$ cat config.mk
export PLATFORM = sky130hd
export DESIGN_NAME = ps2_rx_ctrl
export DESIGN_NICKNAME = d
export VERILOG_FILES = /design/src/rtl/ps2_pkg.sv /design/src/rtl/ps2_event_fifo.sv /design/src/rtl/ps2_rx_ctrl.sv
export SDC_FILE = /design/constraint.sdc
export NUM_CORES = 1
export LEC_CHECK = 0
export BUFFER_PORTS_ARGS = -buffer_cell sky130_fd_sc_hd__buf_2
export CELL_PAD_IN_SITES_DETAIL_PLACEMENT = 0
export CELL_PAD_IN_SITES_GLOBAL_PLACEMENT = 1
export CORE_MARGIN = 4
export CORE_UTILIZATION = 24
export CTS_BUF_LIST = sky130_fd_sc_hd__clkbuf_8
export CTS_CLUSTER_DIAMETER = 40
export DETAILED_ROUTE_END_ITERATION = 12
export GPL_ROUTABILITY_DRIVEN = 0
export GPL_TIMING_DRIVEN = 1
export PLACE_DENSITY = 0.48
export SETUP_SLACK_MARGIN = 0.05
export SKIP_CTS_REPAIR_TIMING = 1
export SYNTH_ARGS = -nofsm -noshare
export SYNTH_HDL_FRONTEND = slang
export SYNTH_SLANG_ARGS = --single-unit
$ cat constraint.sdc
create_clock -name clk -period 3.6 [get_ports clk]
set_input_delay 1.08 -clock clk [delete_from_list [all_inputs] [get_ports clk]]
set_output_delay 1.08 -clock clk [all_outputs]
set_load 0.005 [all_outputs]
$ cat src/rtl/ps2_pkg.sv
// Shared types and constants for the PS/2 keyboard receive path.
// The frame FSM states, the prefix bytes, the error-bit positions and the event width.
package ps2_pkg;

    typedef enum logic [1:0] {
        ST_IDLE   = 2'd0,
        ST_DATA   = 2'd1,
        ST_PARITY = 2'd2,
        ST_STOP   = 2'd3
    } ps2_state_e;

    localparam logic [7:0] PS2_PREFIX_EXT = 8'hE0;
    localparam logic [7:0] PS2_PREFIX_BRK = 8'hF0;

    localparam int unsigned ERR_PARITY  = 0;
    localparam int unsigned ERR_FRAME   = 1;
    localparam int unsigned ERR_TIMEOUT = 2;
    localparam int unsigned ERR_OVF     = 3;

    localparam int unsigned PS2_EVT_W = 10;

    // Odd parity: the data bits plus the parity bit must carry an odd number of ones.
    function automatic logic ps2_parity_ok(input logic [7:0] data, input logic par);
        return ^{data, par};
    endfunction

endpackage

$ cat src/rtl/ps2_event_fifo.sv
// Parameterised synchronous first-word-fall-through FIFO for decoded key events.
// A push into a full FIFO is accepted only when a pop happens in the same cycle.
module ps2_event_fifo #(
    parameter int unsigned WIDTH = 10,
    parameter int unsigned DEPTH = 4
) (
    input  logic                       clk,
    input  logic                       rst_n,
    input  logic                       push,
    input  logic [WIDTH-1:0]           wr_data,
    input  logic                       pop,
    output logic [WIDTH-1:0]           rd_data,
    output logic                       full,
    output logic                       empty,
    output logic [$clog2(DEPTH):0]     level
);
    localparam int unsigned AW = $clog2(DEPTH);

    logic [WIDTH-1:0] mem [DEPTH];
    logic [AW-1:0]    wr_ptr;
    logic [AW-1:0]    rd_ptr;
    logic [AW:0]      count;
    logic             do_push;
    logic             do_pop;

    assign empty   = (count == '0);
    assign full    = (count == (AW+1)'(DEPTH));
    assign do_pop  = pop & ~empty;
    assign do_push = push & (~full | do_pop);
    assign level   = count;
    assign rd_data = empty ? '0 : mem[rd_ptr];

    always_ff @(posedge clk) begin
        if (do_push) begin
            mem[wr_ptr] <= wr_data;
        end
    end

    always_ff @(posedge clk or negedge rst_n) begin
        if (!rst_n) begin
            wr_ptr <= '0;
            rd_ptr <= '0;
            count  <= '0;
        end else begin
            if (do_push) wr_ptr <= wr_ptr + AW'(1);
            if (do_pop)  rd_ptr <= rd_ptr + AW'(1);
            case ({do_push, do_pop})
                2'b10:   count <= count + (AW+1)'(1);
                2'b01:   count <= count - (AW+1)'(1);
                default: count <= count;
            endcase
        end
    end

endmodule

$ cat src/rtl/ps2_rx_ctrl.sv
// PS/2 keyboard receive controller: pin synchroniser, frame FSM with watchdog,
// E0/F0 prefix folding and an event FIFO for the CPU-side bus logic.
module ps2_rx_ctrl
    import ps2_pkg::*;
#(
    parameter int unsigned FIFO_DEPTH     = 4,
    parameter int unsigned TIMEOUT_CYCLES = 20000
) (
    input  logic                          clk,
    input  logic                          rst_n,
    input  logic                          ps2_clk_i,
    input  logic                          ps2_data_i,
    input  logic                          rd_en,
    input  logic                          err_clr,
    output logic                          rd_valid,
    output logic [9:0]                    rd_data,
    output logic [$clog2(FIFO_DEPTH):0]   fifo_level,
    output logic                          busy,
    output logic [3:0]                    err
);
    localparam int unsigned WDW = $clog2(TIMEOUT_CYCLES);

    logic [1:0]       clk_sync;
    logic [1:0]       data_sync;
    logic             clk_prev;
    logic             fe;
    logic             data_q;
    ps2_state_e       state;
    logic [2:0]       bit_cnt;
    logic [7:0]       shift;
    logic             par_bit;
    logic [WDW-1:0]   wd_cnt;
    logic             wd_exp;
    logic             ext_pend;
    logic             brk_pend;
    logic             stop_evt;
    logic             par_fail;
    logic             frame_fail;
    logic             good_byte;
    logic             is_prefix;
    logic             push;
    logic             pop;
    logic             fifo_full;
    logic             fifo_empty;
    logic [3:0]       err_set;

    // Edge and data are registered together so data is sampled in the fe cycle.
    always_ff @(posedge clk or negedge rst_n) begin
        if (!rst_n) begin
            clk_sync  <= '1;
            data_sync <= '1;
            clk_prev  <= 1'b1;
            fe        <= 1'b0;
            data_q    <= 1'b1;
        end else begin
            clk_sync  <= {clk_sync[0], ps2_clk_i};
            data_sync <= {data_sync[0], ps2_data_i};
            clk_prev  <= clk_sync[1];
            fe        <= clk_prev & ~clk_sync[1];
            data_q    <= data_sync[1];
        end
    end

    assign wd_exp     = (state != ST_IDLE) && !fe && (wd_cnt == WDW'(TIMEOUT_CYCLES - 1));
    assign stop_evt   = fe && (state == ST_STOP);
    assign par_fail   = stop_evt && !ps2_parity_ok(shift, par_bit);
    assign frame_fail = stop_evt && ps2_parity_ok(shift, par_bit) && !data_q;
    assign good_byte  = stop_evt && ps2_parity_ok(shift, par_bit) && data_q;
    assign is_prefix  = (shift == PS2_PREFIX_EXT) || (shift == PS2_PREFIX_BRK);
    assign push       = good_byte && !is_prefix;
    assign pop        = rd_en && !fifo_empty;

    always_comb begin
        err_set              = '0;
        err_set[ERR_PARITY]  = par_fail;
        err_set[ERR_FRAME]   = frame_fail;
        err_set[ERR_TIMEOUT] = wd_exp;
        err_set[ERR_OVF]     = push && fifo_full && !pop;
    end

    always_ff @(posedge clk or negedge rst_n) begin
        if (!rst_n) begin
            state   <= ST_IDLE;
            bit_cnt <= '0;
            shift   <= '0;
            par_bit <= 1'b0;
        end else if (wd_exp) begin
            state <= ST_IDLE;
        end else if (fe) begin
            case (state)
                ST_IDLE: begin
                    if (!data_q) begin
                        state   <= ST_DATA;
                        bit_cnt <= '0;
                    end
                end
                ST_DATA: begin
                    shift   <= {data_q, shift[7:1]};
                    bit_cnt <= bit_cnt + 3'd1;
                    if (bit_cnt == 3'd7) state <= ST_PARITY;
                end
                ST_PARITY: begin
                    par_bit <= data_q;
                    state   <= ST_STOP;
                end
                default: state <= ST_IDLE;
            endcase
        end
    end

    always_ff @(posedge clk or negedge rst_n) begin
        if (!rst_n) begin
            wd_cnt <= '0;
        end else if (fe || state == ST_IDLE) begin
            wd_cnt <= '0;
        end else if (!wd_exp) begin
            wd_cnt <= wd_cnt + WDW'(1);
        end
    end

    always_ff @(posedge clk or negedge rst_n) begin
        if (!rst_n) begin
            ext_pend <= 1'b0;
            brk_pend <= 1'b0;
        end else if (par_fail || frame_fail || wd_exp || push) begin
            ext_pend <= 1'b0;
            brk_pend <= 1'b0;
        end else if (good_byte) begin
            if (shift == PS2_PREFIX_EXT) ext_pend <= 1'b1;
            if (shift == PS2_PREFIX_BRK) brk_pend <= 1'b1;
        end
    end

    always_ff @(posedge clk or negedge rst_n) begin
        if (!rst_n) begin
            err <= '0;
        end else begin
            err <= (err & ~{4{err_clr}}) | err_set;
        end
    end

    ps2_event_fifo #(
        .WIDTH (PS2_EVT_W),
        .DEPTH (FIFO_DEPTH)
    ) u_fifo (
        .clk     (clk),
        .rst_n   (rst_n),
        .push    (push),
        .wr_data ({ext_pend, brk_pend, shift}),
        .pop     (pop),
        .rd_data (rd_data),
        .full    (fifo_full),
        .empty   (fifo_empty),
        .level   (fifo_level)
    );

    assign rd_valid = !fifo_empty;
    assign busy     = (state != ST_IDLE);

endmodule

==> impl_table.tex, run 1 <==
\begin{tabular}{lr}
\hline
Metric & Value \\
\hline
\multicolumn{2}{l}{\textbf{Logic synthesis}} \\
\quad Area share of the largest cell type after synthesis & 30.6\% \\
\quad Post-Synthesis Net Count & $\sim$300 \\
\quad Sequential element share of the synthesized area & 61.9\% \\
\quad Number of enable-type register cells in the synthesized netlist & 40 \\
\quad Post-Synthesis Mean Instance Area & $\sim$14 um2 \\
\quad FFs w/ async S/R, synth & $\sim$55\% \\
\quad Area leader, netlist & sky130\_fd\_sc\_hd\_\_edfxtp\_1 \\
\quad Area contributors post-synth & sky130\_fd\_sc\_hd\_\_edfxtp\_1 (31\%), sky130\_fd\_sc\_hd\_\_dfrtp\_1 (27\%), sky130\_fd\_sc\_hd\_\_mux4\_2 (5.7\%) \\
\quad Total standard cell area after synthesis & 3930 um2 \\
\quad FF+latch count, synth & roughly 90 \\
\quad Number of instances in the synthesized netlist & 279 \\
\quad Most instantiated flip-flop cell in the synthesis netlist & sky130\_fd\_sc\_hd\_\_dfrtp\_1 \\
\quad Library cells used by synthesis & 46 \\
\quad Yosys warning total & 0 \\
\multicolumn{2}{l}{\textbf{STA}} \\
\quad RSZ-0062 raised after global routing & no \\
\quad Shortest clock period the worst path allows after layout & 2880 ps \\
\quad Worst-margin pin slew & 645 ps \\
\quad Worst Slack Setup Final & $\sim$720 ps \\
\quad Number of hold-slack violations in the final timing report & 0 \\
\quad Slew margin rel. & approximately 57\% \\
\quad Number of endpoints failing setup at the final stage & 0 \\
\quad Maximum clock frequency & 347 MHz \\
\quad Aggregate negative setup slack & 0 ps \\
\quad Setup Skew & roughly 12 ps \\
\quad Pins over their slew limit & 0 \\
\quad Post-route clock period utilization & 80.1\% \\
\multicolumn{2}{l}{\textbf{GRT}} \\
\quad Wire length of the first global-routing pass & 12,500 um \\
\quad Met1 GRT Util & between 10\% and 20\% \\
\quad Number of global-route vias before repair & around 2.3k \\
\quad Routing usage on met3 & under 10\% \\
\quad Largest net degree at the start of global routing & 50 \\
\quad Remaining global-route overflow & 0 \\
\quad Overall fraction of global-route tracks in use & about 8.9\% \\
\quad Top Usage Layer GRT & met2 \\
\quad Number of antenna violations at the first check in global routing & 0 \\
\quad Met2 track utilization from global routing & 14.0\% \\
\multicolumn{2}{l}{\textbf{Die}} \\
\quad Area inside the core boundary & 15,900 um2 \\
\quad Starting density of the core & 24.7\% \\
\quad Die extent in x & 136 um \\
\quad Vert. Die Dim & 136 um \\
\quad Num ports & 25 \\
\quad Die Area & roughly 18,000 um2 \\
\quad Site row count & between 40 and 50 \\
\multicolumn{2}{l}{\textbf{Critical path}} \\
\quad Biggest fanout along the worst timing path & 12 \\
\quad Data required time at the worst endpoint & 2520 ps \\
\quad Crit path capture type & output port \\
\quad Critical path startpoint category & flop \\
\quad Data arrival time of the worst path & approximately 1800 ps \\
\quad Worst Path Class, Setup & flop to output port \\
\quad Reg2Reg Launch Point & shift[4]\$\_DFFE\_PN0P\_ \\
\quad Critical Path Source & u\_fifo.rd\_ptr[0]\$\_DFFE\_PN0P\_ \\
\multicolumn{2}{l}{\textbf{Routing}} \\
\quad Post-detailed-route DRC marker count & 0 \\
\quad Final wirelength & 7350 um \\
\quad Initial drt markers & 70 \\
\quad Average routed wire per standard cell & approximately 14 um \\
\quad Number of nets still failing antenna checks after routing & 0 \\
\quad Number of iterations in the first detailed-routing pass & 4 \\
\quad Routed vias & $\sim$2.2k \\
\quad Avg Vias per Cell & between 4 and 5 \\
\multicolumn{2}{l}{\textbf{Final layout}} \\
\quad Antenna cell count & 0 \\
\quad Relative area change from synthesis to final layout & 14.9\% \\
\quad Number of standard cells in the layout, taps in and fillers out & between 500 and 600 \\
\quad Final core utilization & 28.3\% \\
\quad Net count of the finished layout & roughly 330 \\
\quad Fraction of layout cells with a size suffix above 1 & between 20\% and 30\% \\
\multicolumn{2}{l}{\textbf{Power}} \\
\quad Overall power after layout & roughly 3.2 mW \\
\quad Maximum VDD drop & $\sim$270 uV \\
\quad Areal power density over the cells & between 700 and 800 nW/um2 \\
\quad Lkg Pwr & 1.82 nW \\
\multicolumn{2}{l}{\textbf{Run status}} \\
\quad Run status & finished, final reports clean \\
\multicolumn{2}{l}{\textbf{Clocking}} \\
\quad Clock latency on the worst-skew pair & about 370 ps \\
\quad H-tree Lvls & 3 \\
\quad Root Buffer Master & sky130\_fd\_sc\_hd\_\_clkbuf\_8 \\
\quad Clock sinks & between 80 and 90 \\
\quad Longest Clk Path Bufs & 2 \\
\quad CTS tree & yes \\
\quad Clock-pin transition on the worst setup and hold timing paths & about 90 ps \\
\quad Num CTS Buffers & 9 \\
\multicolumn{2}{l}{\textbf{Hold path}} \\
\quad Hold path start & data\_sync[1]\$\_DFF\_PN1\_ \\
\quad Worst hold-check path type & flop to flop \\
\multicolumn{2}{l}{\textbf{Placement}} \\
\quad Inst Count DP & between 500 and 600 \\
\quad Count of port buffers added during placement & 24 \\
\quad Sum of net half-perimeters after detailed placement & roughly 4900 um \\
\quad Worst setup timing slack at the placement stage & between 500 and 600 ps \\
\multicolumn{2}{l}{\textbf{Run}} \\
\quad Maximum capacitance violations & 0 \\
\hline
\end{tabular}
[layout make-up]
type,instances,area (um2)
multi-input combinational,168,1410
inverter,15,56.3
clock inverter,5,35.0
fill,1656,11400
tap,216,270
clock buffer,11,151
sequential,89,2430
timing repair buffer,29,158
[through the flow]
stage               hold slack (ps)  cell area, um2
finish                          359            4520
global route                    363            4520
CTS                             361            4520
detailed placement              347            4330
global placement                346            4330
floorplan                       345            3930
[where the power goes]
part           internal (mW)  switching, mW
combinational          0.556          0.508
clock                  0.291          0.375
sequential              1.27          0.206
[cells in the mapped netlist, types with 6 or more instances]
| library cell | count |
|---|---|
| sky130_fd_sc_hd__and2_1 | 15 |
| sky130_fd_sc_hd__clkbuf_1 | 6 |
| sky130_fd_sc_hd__dfrtp_1 | 43 |
| sky130_fd_sc_hd__dfstp_2 | 6 |
| sky130_fd_sc_hd__edfxtp_1 | 40 |
| sky130_fd_sc_hd__ha_1 | 12 |
| sky130_fd_sc_hd__inv_1 | 15 |
| sky130_fd_sc_hd__mux2_2 | 9 |
| sky130_fd_sc_hd__mux4_2 | 10 |
| sky130_fd_sc_hd__nand2_1 | 17 |
| sky130_fd_sc_hd__nand3_1 | 6 |
| sky130_fd_sc_hd__nor2_1 | 18 |
| sky130_fd_sc_hd__o21ai_0 | 6 |
| sky130_fd_sc_hd__xnor2_1 | 8 |
| sky130_fd_sc_hd__xor2_1 | 13 |
[worst paths after layout]
| kind | slack [ps] | endpoint | cells past startpoint |
|---|---|---|---|
| max in group asynchronous | 2360 | bit_cnt[0]$_DFFE_PN0P_ | 2 |
| max | 720 | rd_data[6] | 4 |
| max reg2reg | 760 | u_fifo.level[2]$_DFFE_PN0P_ | 11 |
| min in group asynchronous | 810 | wd_cnt[13]$_DFFE_PN0P_ | 2 |
| min | 360 | data_q$_DFF_PN1_ | 0 |
| min reg2reg | 360 | data_q$_DFF_PN1_ | 0 |
[state kept, by name, indices dropped and copies added, names as in the netlist]
register       cells
ext_pend           1
u_fifo.mem        40
clk_prev           1
brk_pend           1
bit_cnt            3
wd_cnt            15
u_fifo.rd_ptr      2
data_sync          2
shift              8
par_bit            1
err                4
state              2
clk_sync           2
u_fifo.level       3
u_fifo.wr_ptr      2
fe                 1
data_q             1
[logic make-up after synthesis]
logic type,after synthesis,synth area share [%]
AOI/OAI and AO/OA,22,3.98
xor gates and xnor gates,23,5.70
adders and majority gates,13,4.33
buffers and inverters,22,2.13
DFF,89,61.9
muxes,23,9.36
and+or+nand+nor,87,12.6
[metal layers]
layer / wire length, um / vias up / share of wire, %
met5: 0 / - / 0
met4: 119 / 0 / 1.6
met3: 358 / 11 / 4.9
met2: 3400 / 34 / 46
met1: 3470 / 1113 / 47
li1: - / 1073 / -
[worst max-delay path, stage by stage (launching register included)]
cell and delay [ps]:
sky130_fd_sc_hd__dfrtp_1 330, sky130_fd_sc_hd__buf_4 250, sky130_fd_sc_hd__mux4_2 550, sky130_fd_sc_hd__and2_1 170, sky130_fd_sc_hd__buf_2 120
[placed cells by master (no fill, tap or decap), types with 3 or more instances in the layout]
master and instances:
sky130_fd_sc_hd__dfrtp_1 43, sky130_fd_sc_hd__edfxtp_1 40, sky130_fd_sc_hd__buf_2 24, sky130_fd_sc_hd__nor2_1 18, sky130_fd_sc_hd__nand2_1 17, sky130_fd_sc_hd__inv_1 15
sky130_fd_sc_hd__and2_1 15, sky130_fd_sc_hd__xor2_1 13, sky130_fd_sc_hd__ha_1 12, sky130_fd_sc_hd__clkbuf_8 11, sky130_fd_sc_hd__mux4_2 10, sky130_fd_sc_hd__mux2_2 9
sky130_fd_sc_hd__xnor2_1 8, sky130_fd_sc_hd__nand3_1 6, sky130_fd_sc_hd__o21ai_0 6, sky130_fd_sc_hd__dfstp_2 6, sky130_fd_sc_hd__and3_1 5, sky130_fd_sc_hd__buf_4 5
sky130_fd_sc_hd__nand4_1 4, sky130_fd_sc_hd__nor3_1 4, sky130_fd_sc_hd__mux2i_1 3, sky130_fd_sc_hd__a31o_2 3, sky130_fd_sc_hd__a22o_1 3
(Power assumes the default switching activity.)
==> run 2, diff against run 1 <==
- ABC_AREA: default -> 1
- PLACE_DENSITY: 0.48 -> 0.5
- clock period: 3.6 -> 2.95 ns (I/O delays scaled with it)
==> run 2 against run 1 <==
Net effect:
- final area grew 4.4%
- final cell count increased by 29%
- sequential power up 12%
- clock skew up 2.0 ps
- worst setup slack got worse by 360 ps
- largest cell class unchanged
- flip-flop and latch count stayed put
- total power increased by 20%
- via count is 30% higher
- global-route usage increased by 1.4 points
- non-clock buffer count is 3 higher
==> impl_table.tex, run 2 <==
\begin{tabular}{lr}
\hline
Metric & Value \\
\hline
\multicolumn{2}{l}{\textbf{STA}} \\
\quad RSZ-0062 raised after global routing & no \\
\quad Number of endpoints failing setup at the final stage & 0 (unchanged) \\
\quad Aggregate negative setup slack & 0 ps (unchanged) \\
\quad Slew margin rel. & 54.7\% (-2.3 points) \\
\quad Maximum clock frequency & between 300 and 400 MHz \\
\quad Worst-margin pin slew & 679 ps (+34.0 ps) \\
\quad Shortest clock period the worst path allows after layout & $\sim$2600 ps \\
\quad Pins over their slew limit & 0 (unchanged) \\
\quad Worst Slack Setup Final & 359 ps (-357 ps) \\
\quad Final worst hold slack & 361 ps (+2.03 ps) \\
\quad Setup Skew & 13.7 ps (+1.97 ps) \\
\quad Post-route clock period utilization & just under 90\% \\
\quad Number of hold-slack violations in the final timing report & 0 (unchanged) \\
\multicolumn{2}{l}{\textbf{GRT}} \\
\quad Number of global-route vias before repair & 2,956 (+26\%) \\
\quad Remaining global-route overflow & 0 (unchanged) \\
\quad Largest net degree at the start of global routing & 26 (-48\%) \\
\quad Wire length of the first global-routing pass & 15,500 um (+25\%) \\
\quad Overall fraction of global-route tracks in use & 10.2\% (+1.4 points) \\
\quad Number of antenna violations at the first check in global routing & 0 (unchanged) \\
\multicolumn{2}{l}{\textbf{Die}} \\
\quad Vert. Die Dim & 139 um (+2.1\%) \\
\quad Area inside the core boundary & 16,700 um2 (+4.8\%) \\
\quad Die Area & 19,300 um2 (+4.2\%) \\
\quad Site row count & 47 (+2.2\%) \\
\quad Die extent in x & 139 um (+2.1\%) \\
\quad Num ports & 25 (unchanged) \\
\quad Starting density of the core & 24.6\% (-0.071 points) \\
\multicolumn{2}{l}{\textbf{Logic synthesis}} \\
\quad Most used standard cells in the synthesized netlist & sky130\_fd\_sc\_hd\_\_nand2\_1 (64), sky130\_fd\_sc\_hd\_\_nor2\_1 (61), sky130\_fd\_sc\_hd\_\_inv\_1 (45) \\
\quad Yosys warning total & 0 (unchanged) \\
\quad FFs w/ async S/R, synth & 55.1\% (unchanged) \\
\quad Post-Synthesis Mean Instance Area & 9.62 um2 (-32\%) \\
\quad Post-Synthesis Net Count & 446 (+50\%) \\
\quad Most used standard cell by instance count after synthesis & sky130\_fd\_sc\_hd\_\_nand2\_1 \\
\quad Total standard cell area after synthesis & 4110 um2 (+4.5\%) \\
\quad Area leader, netlist & sky130\_fd\_sc\_hd\_\_edfxtp\_1 \\
\quad FF+latch count, synth & 89 (unchanged) \\
\quad Library cells used by synthesis & 33 (-28\%) \\
\quad Number of instances in the synthesized netlist & 427 (+53\%) \\
\quad Area share of the largest cell type after synthesis & 29.3\% (-1.3 points) \\
\quad Most instantiated flip-flop cell in the synthesis netlist & sky130\_fd\_sc\_hd\_\_dfrtp\_1 \\
\quad Area contributors post-synth & sky130\_fd\_sc\_hd\_\_edfxtp\_1 (29\%), sky130\_fd\_sc\_hd\_\_dfrtp\_1 (26\%), sky130\_fd\_sc\_hd\_\_nand2\_1 (5.9\%) \\
\quad Number of enable-type register cells in the synthesized netlist & 40 (unchanged) \\
\quad Sequential element share of the synthesized area & 59.3\% (-2.6 points) \\
\multicolumn{2}{l}{\textbf{Final layout}} \\
\quad Fraction of layout cells with a size suffix above 1 & 17.2\% (-7.7 points) \\
\quad Footprint of the flip-flops and latches & 2430 um2 (unchanged) \\
\quad Total area of multi-input combinational cells & 1440 um2 (+1.8\%) \\
\quad Relative area change from synthesis to final layout & 14.9\% (about the same) \\
\quad Number of flip-flops in the largest register & 40 (unchanged) \\
\quad Antenna cell count & 0 (unchanged) \\
\quad Most used cells in the layout excluding fill and tap cells & sky130\_fd\_sc\_hd\_\_nand2\_1 (64), sky130\_fd\_sc\_hd\_\_nor2\_1 (61), sky130\_fd\_sc\_hd\_\_inv\_1 (46) \\
\quad Non-Filler Cell Area, Final & 4720 um2 (+4.4\%) \\
\quad Top Registers & u\_fifo.mem: 40 flops, wd\_cnt: 15 flops, shift: 8 flops \\
\quad Largest register by flop count & u\_fifo.mem \\
\quad Most common library cell in the layout ignoring fill and taps & sky130\_fd\_sc\_hd\_\_nand2\_1 \\
\quad Fill cells & 1,775 (+7.2\%) \\
\quad Net count of the finished layout & 479 (+45\%) \\
\multicolumn{2}{l}{\textbf{Power}} \\
\quad Maximum VDD drop & 228 uV (-14\%) \\
\quad Fraction of power consumed by the clock network & 20.8\% (about the same) \\
\quad Lkg Pwr & 1.98 nW (+9.0\%) \\
\quad Overall power after layout & 3.84 mW (+20\%) \\
\quad Areal power density over the cells & 815 nW/um2 (+15\%) \\
\quad Part of the power in combinational logic & 36.2\% (+3.0 points) \\
\quad Switch Pwr & 1.53 mW (+41\%) \\
\quad Internal Dissipation & 2.31 mW (+9.4\%) \\
\quad Switching part of the total power & 39.9\% (+5.9 points) \\
\quad Sequential power share & 42.9\% (-3.1 points) \\
\multicolumn{2}{l}{\textbf{Critical path}} \\
\quad Depth of the worst register-to-register path & 11 (unchanged) \\
\quad Worst Path Class, Setup & flop to output port \\
\quad Biggest fanout along the worst timing path & 20 (+8) \\
\quad Critical path startpoint category & flop \\
\quad Reg2reg setup slack & 420 ps (-340 ps) \\
\quad Reg2Reg Launch Point & shift[2]\$\_DFFE\_PN0P\_ \\
\quad Data required time at the worst endpoint & 2070 ps (-450 ps) \\
\quad Capturing point of the worst reg2reg path & u\_fifo.level[2]\$\_DFFE\_PN0P\_ \\
\quad Crit path capture type & output port \\
\quad Cell with the largest stage delay on the worst path & sky130\_fd\_sc\_hd\_\_inv\_1 \\
\quad Slowest cell delay on critical path & 410 ps (-140 ps) \\
\quad Ordered cell list for the critical path & inv\_1 -> o21ai\_0 -> a21oi\_1 -> buf\_2 \\
\quad Data arrival time of the worst path & 1710 ps (-90 ps) \\
\multicolumn{2}{l}{\textbf{Placement}} \\
\quad Count of port buffers added during placement & 24 (unchanged) \\
\quad Cell Area, Placed & 4540 um2 (+4.7\%) \\
\quad Worst setup timing slack at the placement stage & 296 ps (-253 ps) \\
\quad Sum of net half-perimeters after detailed placement & 6240 um (+27\%) \\
\multicolumn{2}{l}{\textbf{Routing}} \\
\quad Number of nets still failing antenna checks after routing & 0 (unchanged) \\
\quad Routed vias & 2,907 (+30\%) \\
\quad Initial drt markers & 144 (+110\%) \\
\quad Number of iterations in the first detailed-routing pass & 4 (unchanged) \\
\quad Avg Vias per Cell & 4.24 (+1.4\%) \\
\quad Post-detailed-route DRC marker count & 0 (unchanged) \\
\quad Final wirelength & 9190 um (+25\%) \\
\quad Average routed wire per standard cell & 13.4 um (-2.8\%) \\
\multicolumn{2}{l}{\textbf{Hold path}} \\
\quad Hold path start & clk\_sync[0]\$\_DFF\_PN1\_ \\
\quad Destination of the worst hold path & clk\_sync[1]\$\_DFF\_PN1\_ \\
\quad Number of cells on the worst hold path & 0 (unchanged) \\
\quad Worst hold-check path type & flop to flop \\
\multicolumn{2}{l}{\textbf{Clocking}} \\
\quad Clock sinks & 89 (unchanged) \\
\quad Root Buffer Master & sky130\_fd\_sc\_hd\_\_clkbuf\_8 \\
\quad CTS tree & yes \\
\quad H-tree Lvls & 3 (unchanged) \\
\quad Clock latency on the worst-skew pair & 380 ps (about the same) \\
\quad Clock-pin transition on the worst setup and hold timing paths & 90 ps (about the same) \\
\quad Longest Clk Path Bufs & 2 (unchanged) \\
\quad Num CTS Buffers & 9 (unchanged) \\
\multicolumn{2}{l}{\textbf{Run status}} \\
\quad Run status & finished, final reports clean \\
\multicolumn{2}{l}{\textbf{Run}} \\
\quad Maximum capacitance violations & 0 (unchanged) \\
\hline
\end{tabular}
-- run 2: cell types whose count changed in the layout (fill, tap and decap cells not counted), moves of 9 or more --
cell | previous run | this run
sky130_fd_sc_hd__nand2_1 | 17 | 64
sky130_fd_sc_hd__and2_1 | 15 | 0
sky130_fd_sc_hd__nor2_1 | 18 | 61
sky130_fd_sc_hd__inv_1 | 15 | 46
sky130_fd_sc_hd__mux4_2 | 10 | 0
sky130_fd_sc_hd__a21oi_1 | 2 | 23
sky130_fd_sc_hd__xor2_1 | 13 | 4
sky130_fd_sc_hd__o21ai_0 | 6 | 36
sky130_fd_sc_hd__nand3_1 | 6 | 19
sky130_fd_sc_hd__mux2_2 | 9 | 0
-- run 2: critical path, delay by kind of cell, from the launching register on --
kind,cells,cell delay [ps]
buffers and inverters,2,560
AO/OA/AOI/OAI,2,380
flip-flops,1,380
-- run 2: cell families after synthesis --
family          share of synthesized area (%)
xor+xnor                                 1.28
fa+ha+maj                                4.14
flops                                    59.3
simple gates                             20.6
compound gates                           8.99
buf+inv                                  5.70
-- run 2: cell type report --
cell class                      count  share of cell area [%]
Sequential cell                    89                    51.6
Multi-Input combinational cell    276                    30.5
Tap cell                          220                    5.84
Inverter                           52                    4.14
Timing Repair Buffer               32                    4.08
Clock buffer                        9                    2.63
Clock inverter                      7                    1.22
-- run 2: worst max-delay path by stage --
stage | start | endpoint | slack, ps | cells after the start
final | u_fifo.rd_ptr[0]$_DFFE_PN0P_ | rd_data[4] | 360 | 4
after global routing | u_fifo.rd_ptr[0]$_DFFE_PN0P_ | rd_data[4] | 150 | 4
after CTS | u_fifo.rd_ptr[0]$_DFFE_PN0P_ | rd_data[4] | 270 | 4
after detailed placement | rd_en | u_fifo.level[2]$_DFFE_PN0P_ | 300 | 10
after global placement | rd_en | u_fifo.level[2]$_DFFE_PN0P_ | 320 | 10
after floorplan | rd_en | u_fifo.level[2]$_DFFE_PN0P_ | 600 | 9
-- run 2: power by group through the flow --
stage          Clock, mW  Combinational (mW)  Sequential [mW]
6_report           0.801                1.39             1.65
5_1_grt            0.903                1.64             1.68
4_1_cts            0.843                1.44             1.65
3_5_place_dp           0                1.43             1.68
3_3_place_gp           0                1.41             1.67
2_1_floorplan          0               0.978             1.63
-- run 2: stage by stage --
step | std cells | utilization [%]
2_1_floorplan | 427 | -
3_3_place_gp | 669 | 27.2
3_5_place_dp | 669 | 27.2
4_1_cts | 685 | 28.2
5_1_grt | 685 | 28.2
6_report | 685 | 28.2
-- run 2: layer usage --
| layer | track usage (%) | up-vias | wire length (um) |
|---|---|---|---|
| met5 | 0 | - | 0 |
| met4 | 4.02 | 0 | 167 |
| met3 | 2.97 | 10 | 308 |
| met2 | 15.6 | 45 | 4230 |
| met1 | 13.7 | 1373 | 4490 |
| li1 | - | 1479 | - |
==> run 3, diff against run 2 <==
- BUFFER_PORTS_ARGS: -buffer_cell sky130_fd_sc_hd__buf_2 -> default
- CORE_UTILIZATION: 24 -> 45
- DONT_BUFFER_PORTS: default -> 1
- PLACE_DENSITY: 0.5 -> 0.77
==> run 3 against run 2 <==
Net effect:
- clock power up 8.9%
- hold slack got worse by 150 ps
- combinational power fell by 12%
- sequential share of layout area up 2.9 points
- via count fell by 3.1%
- count of clock-buffer cells in the layout unchanged
- critical path depth increased by 12
- non-clock buffer count down 25
- final cell count is 20% lower
- total power down 2.0%
- fmax up 2.9%
- utilization increased by 22 points
- critical path type is now flop to flop
- largest power group unchanged
==> impl_table.tex, run 3 (synthesis results as in run 2) <==
\begin{tabular}{lr}
\hline
Metric & Value \\
\hline
\multicolumn{2}{l}{\textbf{Run status}} \\
\quad Run status & finished, final reports clean \\
\multicolumn{2}{l}{\textbf{Die}} \\
\quad Die Area & 10,700 um2 (-44\%) \\
\quad Die extent in x & 104 um (-25\%) \\
\quad Starting density of the core & 46.6\% (+22 points) \\
\quad Site row count & 34 (-28\%) \\
\quad Num ports & 25 (unchanged) \\
\quad Vert. Die Dim & 104 um (-25\%) \\
\quad Area inside the core boundary & 8810 um2 (-47\%) \\
\multicolumn{2}{l}{\textbf{Clocking}} \\
\quad Num CTS Buffers & 9 (unchanged) \\
\quad Root Buffer Master & sky130\_fd\_sc\_hd\_\_clkbuf\_8 \\
\quad Clock latency on the worst-skew pair & 350 ps (-30 ps) \\
\quad Clock sinks & 89 (unchanged) \\
\quad Longest Clk Path Bufs & 2 (unchanged) \\
\quad H-tree Lvls & 3 (unchanged) \\
\quad CTS tree & yes \\
\quad Clock-pin transition on the worst setup and hold timing paths & 90 ps (about the same) \\
\multicolumn{2}{l}{\textbf{Final layout}} \\
\quad Fraction of layout cells with a size suffix above 1 & 12.7\% (-4.5 points) \\
\quad Relative area change from synthesis to final layout & 8.68\% \\
\quad Number of flip-flops in the largest register & 40 (unchanged) \\
\quad Number of standard cells in the layout, taps in and fillers out & 548 (-20\%) \\
\quad Antenna cell count & 0 (unchanged) \\
\quad Net count of the finished layout & 454 (-5.2\%) \\
\quad Most common library cell in the layout ignoring fill and taps & sky130\_fd\_sc\_hd\_\_nand2\_1 \\
\quad Most used cells in the layout excluding fill and tap cells & sky130\_fd\_sc\_hd\_\_nand2\_1 (64), sky130\_fd\_sc\_hd\_\_nor2\_1 (61), sky130\_fd\_sc\_hd\_\_inv\_1 (45) \\
\quad Top Registers & u\_fifo.mem: 40 flops, wd\_cnt: 15 flops, shift: 8 flops \\
\quad Largest register by flop count & u\_fifo.mem \\
\multicolumn{2}{l}{\textbf{STA}} \\
\quad Post-route clock period utilization & 85.3\% (-2.5 points) \\
\quad Maximum clock frequency & 397 MHz (+2.9\%) \\
\quad Worst-margin pin slew & 587 ps (-91.8 ps) \\
\quad Slew margin rel. & 60.8\% (+6.1 points) \\
\quad Pins over their slew limit & 0 (unchanged) \\
\quad Number of hold-slack violations in the final timing report & 0 (unchanged) \\
\quad Final worst hold slack & 212 ps (-149 ps) \\
\quad Shortest clock period the worst path allows after layout & 2520 ps (-73.3 ps) \\
\quad Worst Slack Setup Final & 432 ps (+73.3 ps) \\
\quad Setup Skew & 7.04 ps (-6.68 ps) \\
\quad Aggregate negative setup slack & 0 ps (unchanged) \\
\quad Number of endpoints failing setup at the final stage & 0 (unchanged) \\
\quad RSZ-0062 raised after global routing & no \\
\multicolumn{2}{l}{\textbf{Critical path}} \\
\quad Cell with the largest stage delay on the worst path & sky130\_fd\_sc\_hd\_\_dfrtp\_1 \\
\quad Crit path capture type & flop \\
\quad Crit-path leading delay family & simple AND/OR/NAND/NOR gates \\
\quad Ordered cell list for the critical path & inv\_1 -> nand2\_1 -> nand2\_1 -> nand2\_2 -> nand2\_1 -> nand2\_1 -> nand3\_2 -> nand2\_2 -> nor2\_4 -> nand3\_4 -> ha\_1 -> inv\_1 -> fa\_1 -> a21oi\_1 -> o21ai\_0 -> xor2\_1 \\
\quad CP dominant cell by count & sky130\_fd\_sc\_hd\_\_nand2\_1 \\
\quad Data required time at the worst endpoint & 3190 ps (+1120 ps) \\
\quad Data arrival time of the worst path & 2760 ps (+1050 ps) \\
\quad Total buffers and inverters traversed by the critical path & 2 (unchanged) \\
\quad Worst Path Class, Setup & flop to flop \\
\quad Biggest fanout along the worst timing path & 9 (-55\%) \\
\quad Slowest cell delay on critical path & 520 ps (+110 ps) \\
\quad Critical path startpoint category & flop \\
\multicolumn{2}{l}{\textbf{Power}} \\
\quad Overall power after layout & 3.77 mW (-2.0\%) \\
\quad Switch Pwr & 1.44 mW (-6.0\%) \\
\quad Part of the power in combinational logic & 32.5\% (-3.7 points) \\
\quad Fraction of power consumed by the clock network & 23.2\% (+2.4 points) \\
\quad Switching part of the total power & 38.2\% (-1.6 points) \\
\quad Lkg Pwr & 1.88 nW (-5.3\%) \\
\quad Internal Dissipation & 2.33 mW (+0.65\%) \\
\quad Sequential power share & 44.3\% (+1.4 points) \\
\quad Maximum VDD drop & 360 uV (+58\%) \\
\quad Areal power density over the cells & 844 nW/um2 (+3.6\%) \\
\multicolumn{2}{l}{\textbf{GRT}} \\
\quad Remaining global-route overflow & 0 (unchanged) \\
\quad Number of global-route vias before repair & 2,811 (-4.9\%) \\
\quad Wire length of the first global-routing pass & 13,500 um (-13\%) \\
\quad Largest net degree at the start of global routing & 50 (+92\%) \\
\quad Overall fraction of global-route tracks in use & 15.5\% (+5.3 points) \\
\quad Number of antenna violations at the first check in global routing & 0 (unchanged) \\
\multicolumn{2}{l}{\textbf{Routing}} \\
\quad Final wirelength & 7770 um (-15\%) \\
\quad Avg Vias per Cell & 5.14 (+21\%) \\
\quad Routed vias & 2,816 (-3.1\%) \\
\quad Number of iterations in the first detailed-routing pass & 4 (unchanged) \\
\quad Post-detailed-route DRC marker count & 0 (unchanged) \\
\quad Initial drt markers & 91 (-37\%) \\
\quad Average routed wire per standard cell & 14.2 um (+5.6\%) \\
\quad Number of nets still failing antenna checks after routing & 0 (unchanged) \\
\multicolumn{2}{l}{\textbf{Placement}} \\
\quad Sum of net half-perimeters after detailed placement & 5390 um (-14\%) \\
\quad Count of port buffers added during placement & 0 (-100\%) \\
\quad Inst Count DP & 532 (-20\%) \\
\quad Worst setup timing slack at the placement stage & 395 ps (+98.6 ps) \\
\multicolumn{2}{l}{\textbf{Run}} \\
\quad Maximum capacitance violations & 0 (unchanged) \\
\multicolumn{2}{l}{\textbf{Hold path}} \\
\quad Worst hold-check path type & input port to async pin \\
\hline
\end{tabular}
[run 3: metal layers]
layer  global-route usage [%]  wire [um]
met5                        0          0
met4                     4.75        117
met3                     4.60        416
met2                     25.7       3690
met1                     19.7       3540
[run 3: final cells by class]
type	instances	area, um2
fill	786	4340
sequential	89	2430
multi-input combinational	276	1440
inverter	52	195
tap	108	135
clock buffer	9	124
clock inverter	7	83.8
timing repair buffer	7	52.6
[run 3: power by group through the flow]
stage / Sequential [mW] / Clock, mW / Combinational [mW]
global route: 1.70 / 0.963 / 1.43
CTS: 1.67 / 0.890 / 1.25
floorplan: 1.63 / 0 / 0.978
finish: 1.67 / 0.872 / 1.23
detailed placement: 1.69 / 0 / 1.24
global placement: 1.69 / 0 / 1.21
[run 3: path summary, 6_finish.rpt]
check | depth (start not counted) | slack (ps) | from | end
max | 16 | 430 | shift[6]$_DFFE_PN0P_ | u_fifo.level[2]$_DFFE_PN0P_
min | 0 | 210 | rst_n | wd_cnt[12]$_DFFE_PN0P_
max reg2reg | 16 | 430 | shift[6]$_DFFE_PN0P_ | u_fifo.level[2]$_DFFE_PN0P_
min reg2reg | 0 | 360 | clk_sync[0]$_DFF_PN1_ | clk_sync[1]$_DFF_PN1_
max in group asynchronous | 0 | 2550 | rst_n | clk_sync[0]$_DFF_PN1_
min in group clk | 0 | 360 | clk_sync[0]$_DFF_PN1_ | clk_sync[1]$_DFF_PN1_
[run 3: per-stage QoR]
| stage | utilization, % | cell area (um2) |
|---|---|---|
| floorplan | - | 4110 |
| global placement | 48.3 | 4260 |
| detailed placement | 48.3 | 4260 |
| CTS | 50.7 | 4460 |
| global route | 50.7 | 4460 |
| finish | 50.7 | 4460 |
